File: src/rtl/debouncer_bank_if.sv
//==============================================================================
// Module      : debouncer_bank_if
// Description : Tick strobe, raw key inputs and debounced outputs of the bank.
// Revision    : 1.0 - initial release
//==============================================================================
`default_nettype none

interface debouncer_bank_if #(
  parameter int CHANNELS = 4
);
  logic                sample_tick;
  logic [CHANNELS-1:0] raw_in;
  logic [CHANNELS-1:0] level_out;
  logic [CHANNELS-1:0] rise_pulse;
  logic [CHANNELS-1:0] fall_pulse;
  logic [CHANNELS-1:0] rep_pulse;

  modport master (
    output sample_tick, raw_in,
    input  level_out, rise_pulse, fall_pulse, rep_pulse
  );

  modport slave (
    input  sample_tick, raw_in,
    output level_out, rise_pulse, fall_pulse, rep_pulse
  );
endinterface

`default_nettype wire

File: src/rtl/debouncer_bank.sv
//==============================================================================
// Module      : debouncer_bank
// Description : N-channel key debouncer with edge pulses; press-and-hold
//               auto-repeat is built only when DEBOUNCE_BANK_REPEAT_EN is set.
// Revision    : 1.0 - initial release
//==============================================================================
`default_nettype none

module debouncer_bank #(
  parameter int CHANNELS      = 4,
  parameter int SYNC_STAGES   = 2,
  parameter int STABLE_CYCLES = 4,
  parameter int REPEAT_DELAY  = 8,
  parameter int REPEAT_PERIOD = 4
) (
  input  wire logic         clk,
  input  wire logic         clear,
  debouncer_bank_if.slave   bus
);

  localparam int CW = $clog2(STABLE_CYCLES + 1);

  logic [CHANNELS-1:0] w_level;
  logic [CHANNELS-1:0] w_rise;
  logic [CHANNELS-1:0] w_fall;
  logic [CHANNELS-1:0] w_flip;

  generate
    for (genvar i = 0; i < CHANNELS; i++) begin : g_ch
      logic [SYNC_STAGES-1:0] r_sync;
      logic [CW-1:0]          r_cnt;
      logic                   r_lvl;
      logic                   r_rise;
      logic                   r_fall;
      logic                   w_synced;

      assign w_synced  = r_sync[SYNC_STAGES-1];
      assign w_flip[i] = bus.sample_tick && (w_synced != r_lvl) &&
                         (r_cnt == CW'(STABLE_CYCLES - 1));

      always_ff @(posedge clk) begin
        if (clear) begin
          r_sync <= '0;
          r_cnt  <= '0;
          r_lvl  <= 1'b0;
          r_rise <= 1'b0;
          r_fall <= 1'b0;
        end else begin
          r_sync <= {r_sync[SYNC_STAGES-2:0], bus.raw_in[i]};
          r_rise <= 1'b0;
          r_fall <= 1'b0;
          if (bus.sample_tick) begin
            // Any sample agreeing with the current level restarts the run.
            if (w_synced == r_lvl) begin
              r_cnt <= '0;
            end else if (w_flip[i]) begin
              r_lvl  <= ~r_lvl;
              r_cnt  <= '0;
              r_rise <= ~r_lvl;
              r_fall <= r_lvl;
            end else begin
              r_cnt <= r_cnt + CW'(1);
            end
          end
        end
      end

      assign w_level[i] = r_lvl;
      assign w_rise[i]  = r_rise;
      assign w_fall[i]  = r_fall;
    end
  endgenerate

  assign bus.level_out  = w_level;
  assign bus.rise_pulse = w_rise;
  assign bus.fall_pulse = w_fall;

`ifdef DEBOUNCE_BANK_REPEAT_EN
  localparam int RMAX = (REPEAT_DELAY > REPEAT_PERIOD) ? REPEAT_DELAY : REPEAT_PERIOD;
  localparam int RW   = $clog2(RMAX + 1);

  logic [CHANNELS-1:0] w_rep;

  generate
    for (genvar i = 0; i < CHANNELS; i++) begin : g_rep
      logic [RW-1:0] r_rcnt;
      logic          r_rep;

      // Down-counter of ticks left until the next repeat; loaded on rise.
      always_ff @(posedge clk) begin
        if (clear) begin
          r_rcnt <= '0;
          r_rep  <= 1'b0;
        end else begin
          r_rep <= 1'b0;
          if (w_flip[i]) begin
            if (!w_level[i]) begin
              r_rep  <= 1'b1;
              r_rcnt <= RW'(REPEAT_DELAY);
            end else begin
              r_rcnt <= '0;
            end
          end else if (bus.sample_tick && w_level[i]) begin
            if (r_rcnt == RW'(1)) begin
              r_rep  <= 1'b1;
              r_rcnt <= RW'(REPEAT_PERIOD);
            end else begin
              r_rcnt <= r_rcnt - RW'(1);
            end
          end
        end
      end

      assign w_rep[i] = r_rep;
    end
  endgenerate

  assign bus.rep_pulse = w_rep;
`else
  // Repeat timing is only range-checked here so the tie-off stays constant 0.
  localparam logic c_rep_cfg_ok = (REPEAT_DELAY >= 1) && (REPEAT_PERIOD >= 1);
  assign bus.rep_pulse = {CHANNELS{1'b0}} & {CHANNELS{c_rep_cfg_ok}};
`endif

endmodule

`default_nettype wire

File: src/flat_wrapper.sv
// flat-port wrapper written by rule: the top's interface ports become plain ports
module debouncer_bank_flat 
#(
  parameter int CHANNELS      = 4,
  parameter int SYNC_STAGES   = 2,
  parameter int STABLE_CYCLES = 4,
  parameter int REPEAT_DELAY  = 8,
  parameter int REPEAT_PERIOD = 4
)
  (clk, clear, bus_sample_tick, bus_raw_in, bus_level_out, bus_rise_pulse, bus_fall_pulse, bus_rep_pulse);
  debouncer_bank_if #(.CHANNELS(CHANNELS)) bus_i ();
  input  wire logic clk;
  input  wire logic clear;
  input wire logic [$bits(bus_i.sample_tick)-1:0] bus_sample_tick;
  input wire logic [$bits(bus_i.raw_in)-1:0] bus_raw_in;
  output wire logic [$bits(bus_i.level_out)-1:0] bus_level_out;
  output wire logic [$bits(bus_i.rise_pulse)-1:0] bus_rise_pulse;
  output wire logic [$bits(bus_i.fall_pulse)-1:0] bus_fall_pulse;
  output wire logic [$bits(bus_i.rep_pulse)-1:0] bus_rep_pulse;
  assign bus_i.sample_tick = bus_sample_tick;
  assign bus_i.raw_in = bus_raw_in;
  assign bus_level_out = bus_i.level_out;
  assign bus_rise_pulse = bus_i.rise_pulse;
  assign bus_fall_pulse = bus_i.fall_pulse;
  assign bus_rep_pulse = bus_i.rep_pulse;
  debouncer_bank #(.CHANNELS(CHANNELS), .SYNC_STAGES(SYNC_STAGES), .STABLE_CYCLES(STABLE_CYCLES), .REPEAT_DELAY(REPEAT_DELAY), .REPEAT_PERIOD(REPEAT_PERIOD)) u_core (.clk(clk), .clear(clear), .bus(bus_i));
endmodule
File: config.mk
export PLATFORM = sky130hd
export DESIGN_NAME = debouncer_bank_flat
export DESIGN_NICKNAME = d
export VERILOG_FILES = /design/src/rtl/debouncer_bank_if.sv /design/src/rtl/debouncer_bank.sv /design/src/flat_wrapper.sv
export SDC_FILE = /design/constraint.sdc
export NUM_CORES = 1
export LEC_CHECK = 0
export ABC_AREA = 1
export BUFFER_PORTS_ARGS = -buffer_cell sky130_fd_sc_hd__buf_2
export CORE_MARGIN = 10
export CORE_UTILIZATION = 49
export DETAILED_ROUTE_END_ITERATION = 7
export HOLD_SLACK_MARGIN = 0.12
export PLACE_DENSITY = 0.73
export SLEW_MARGIN = 10
export SYNTH_ARGS = -nofsm -noshare
export SYNTH_HDL_FRONTEND = slang
export SYNTH_SLANG_ARGS = --single-unit
File: constraint.sdc
create_clock -name clk -period 1 [get_ports clk]
set_input_delay 0.15 -clock clk [delete_from_list [all_inputs] [get_ports clk]]
set_output_delay 0.15 -clock clk [all_outputs]
set_load 0.02 [all_outputs]
==> out/results.ini <==
[power_and_ir_drop]
total_power_uw=2260
pwr-share-comb=0.071
leakagePower_uw=0.000763
p_seq_frac=0.576
switchingPower_uw=574
intPower_uw=1680
irDropWorstVdd_v=0.00106
powerDensity_mw_per_mm2=1290
p_sw_frac=0.254
pwr-share-clk=0.353

[synthesis]
seq_area_frac_synth=0.451
syn-cell-area_sq_mm=0.00142
synth-async-reset-ratio=0
syn_area_per_cell_sq_um=8.11
synth-seq-cells=32
synth_edf_count=0
yosys.cell_types.count=19
syn_inst=175
ys.flop_type=dfxtp_1
yosys_warnings=0

[die]
ios=23
start_util=0.515
die_height_um=73.8
dieArea_sq_mm=0.00545
fp.dieW_um=73.8
rows=19
coreArea_sq_mm=0.00276

[routing]
drtIter0Drc=67
drt-total-wl_um=2780
viasPerCell=4.92
drc=0
ant_nets=0
firstDrtPassIters=5
wire_per_inst_um=12.2
dr_total_vias=1122

[min_path]
worstHoldPathType=in2reg
min_from=clear

[clock_network]
cts_max_level=2
cts_buffers=5
clk_latency_ps=340
cts-root-buf=clkbuf_4
clk_pin_slew_ps=120
cts.sinks=32
clk_path_buf_depth=2
cts_tree=done

[timing]
finClkSkew_ps=14.1
fmax_mhz=983
period_needed_ps=1020
layout_setup_ws_ps=-17.7
hold_viol_final=0
fin_crit_sh=1.02
drv_slew=0
whs_ps=157
rsz0062_at_grt=yes
setup_viol=2

[setup_path]
required_ps=850
cp_slowest_stage_delay_ps=390
critPathSlowestCell=dfxtp_2
cp-start-kind=register
startpoint=u_core.g_ch[1].r_lvl
cpLargestDelayFamily=flip-flops
cp.arrival_ps=870
rr_startpoint=u_core.g_ch[0].r_cnt[1]
worst-path-buf-inv=1
end_kind=output port
worstPathMaxFanout=5
crit_chain=buf_4
r2r_slack_ps=0
critical_path_class=reg2out

[global_route]
grt_pass1_wl_um=4290
overflow=0
grt_pass1_vias=1014
grt.total_usage=0.0981
grt_max_degree=21
antenna_found_initial=0

[cells_and_area]
final_layout_size_suffix_gt1_frac=0.447
final_cell_count_no_fill=228
final_common_cell=inv_1
layout.nets=207
fill_cells=228
area_growth_pct=23.5
diodes=0
final_cell_mix=inv_1 (23), dfxtp_1 (20), nand2_1 (19)

[placement]
hpwlAfterDp_um=1790
place_inst=209
portBuffers=18
place.gp.congestion=0.704

[run]
cap_violations=0

[status]
violations=negative setup slack
outcome=finished with violations

-- path summary, 6_finish.rpt --
path                                    to  cells after the start
setup / recovery          bus_level_out[1]                      1
hold / removal     u_core.g_ch[0].r_cnt[1]                      3
setup reg to reg      u_core.g_ch[0].r_lvl                      6
hold reg to reg   u_core.g_ch[0].r_sync[1]                      2
-- per-stage QoR --
stage	cell area (sq um)	setup TNS [ps]	utilization	setup WS, ps
after global routing	1750	-429	0.635	-70.2
after CTS	1650	-41.3	0.599	-21.0
after global placement	1440	-21.9	0.524	-7.94
final	1750	-26.9	0.635	-17.7
after floorplan	1430	0	-	22.3
after detailed placement	1440	-454	0.524	-83.3
-- metal layers --
metal | GRT usage | routed length, um | share of wire
met1 | 0.102 | 1120 | 0.40
met2 | 0.171 | 1450 | 0.52
met3 | 0.0377 | 148 | 0.053
met4 | 0.0414 | 62 | 0.022
met5 | 0 | 0 | 0
-- Yosys cell counts, types with 4 or more instances --
| master | count | area [sq um] |
|---|---|---|
| nand2_2 | 7 | 43.8 |
| inv_1 | 29 | 109 |
| o21ai_0 | 4 | 20.0 |
| ha_1 | 4 | 50.1 |
| a21oi_1 | 12 | 60.1 |
| nand4_1 | 4 | 25.0 |
| dfxtp_1 | 32 | 641 |
| nor2_1 | 16 | 60.1 |
| nand3_2 | 4 | 40.0 |
| nand3_1 | 8 | 40.0 |
| nor3_2 | 4 | 40.0 |
| nand3b_1 | 4 | 30.0 |
| nand2_1 | 20 | 75.1 |
| buf_4 | 18 | 135 |
-- state kept, by name (all words and copies together) (netlist names) --
| register | count |
|---|---|
| u_core.g_ch.r_sync | 8 |
| u_core.g_ch.r_lvl | 4 |
| u_core.g_ch.r_rise | 4 |
| u_core.g_ch.r_cnt | 12 |
| u_core.g_ch.r_fall | 4 |
-- power by group through the flow --
stage               sequential, uW  clock [uW]  combinational (uW)
floorplan                     1330           0                 112
global placement              1330           0                 133
detailed placement            1330           0                 140
CTS                           1300         800                 154
global route                  1300         856                 182
finish                        1300         798                 160
-- final cells by class --
class	count	area [sq um]	area share
Inverter	32	125	0.0714
Sequential cell	32	663	0.379
Multi-Input combinational cell	93	621	0.354
Clock buffer	6	51.3	0.0293
Timing Repair Buffer	32	243	0.139
Tap cell	31	38.8	0.0221
Clock inverter	2	10.0	0.00571
-- cells by family after synthesis --
family	Yosys count	share of synthesized area
adders and majority gates	4	0.0353
other	1	0.00264
buffers and inverters	53	0.190
and+or+nand+nor	68	0.257
DFF	32	0.451
AOI/OAI and AO/OA	17	0.0626
-- timing repair --
action / in CTS / in global routing
buffers inserted: 2 / 5
resized for setup: 36 / 17
endpoints found under the hold margin: 4 / 0
pin swaps: 8 / 16
setup endpoints to repair: 20 / 16
hold buffers: 4 / 0
No activity file was read; power rests on OpenSTA's default activity.
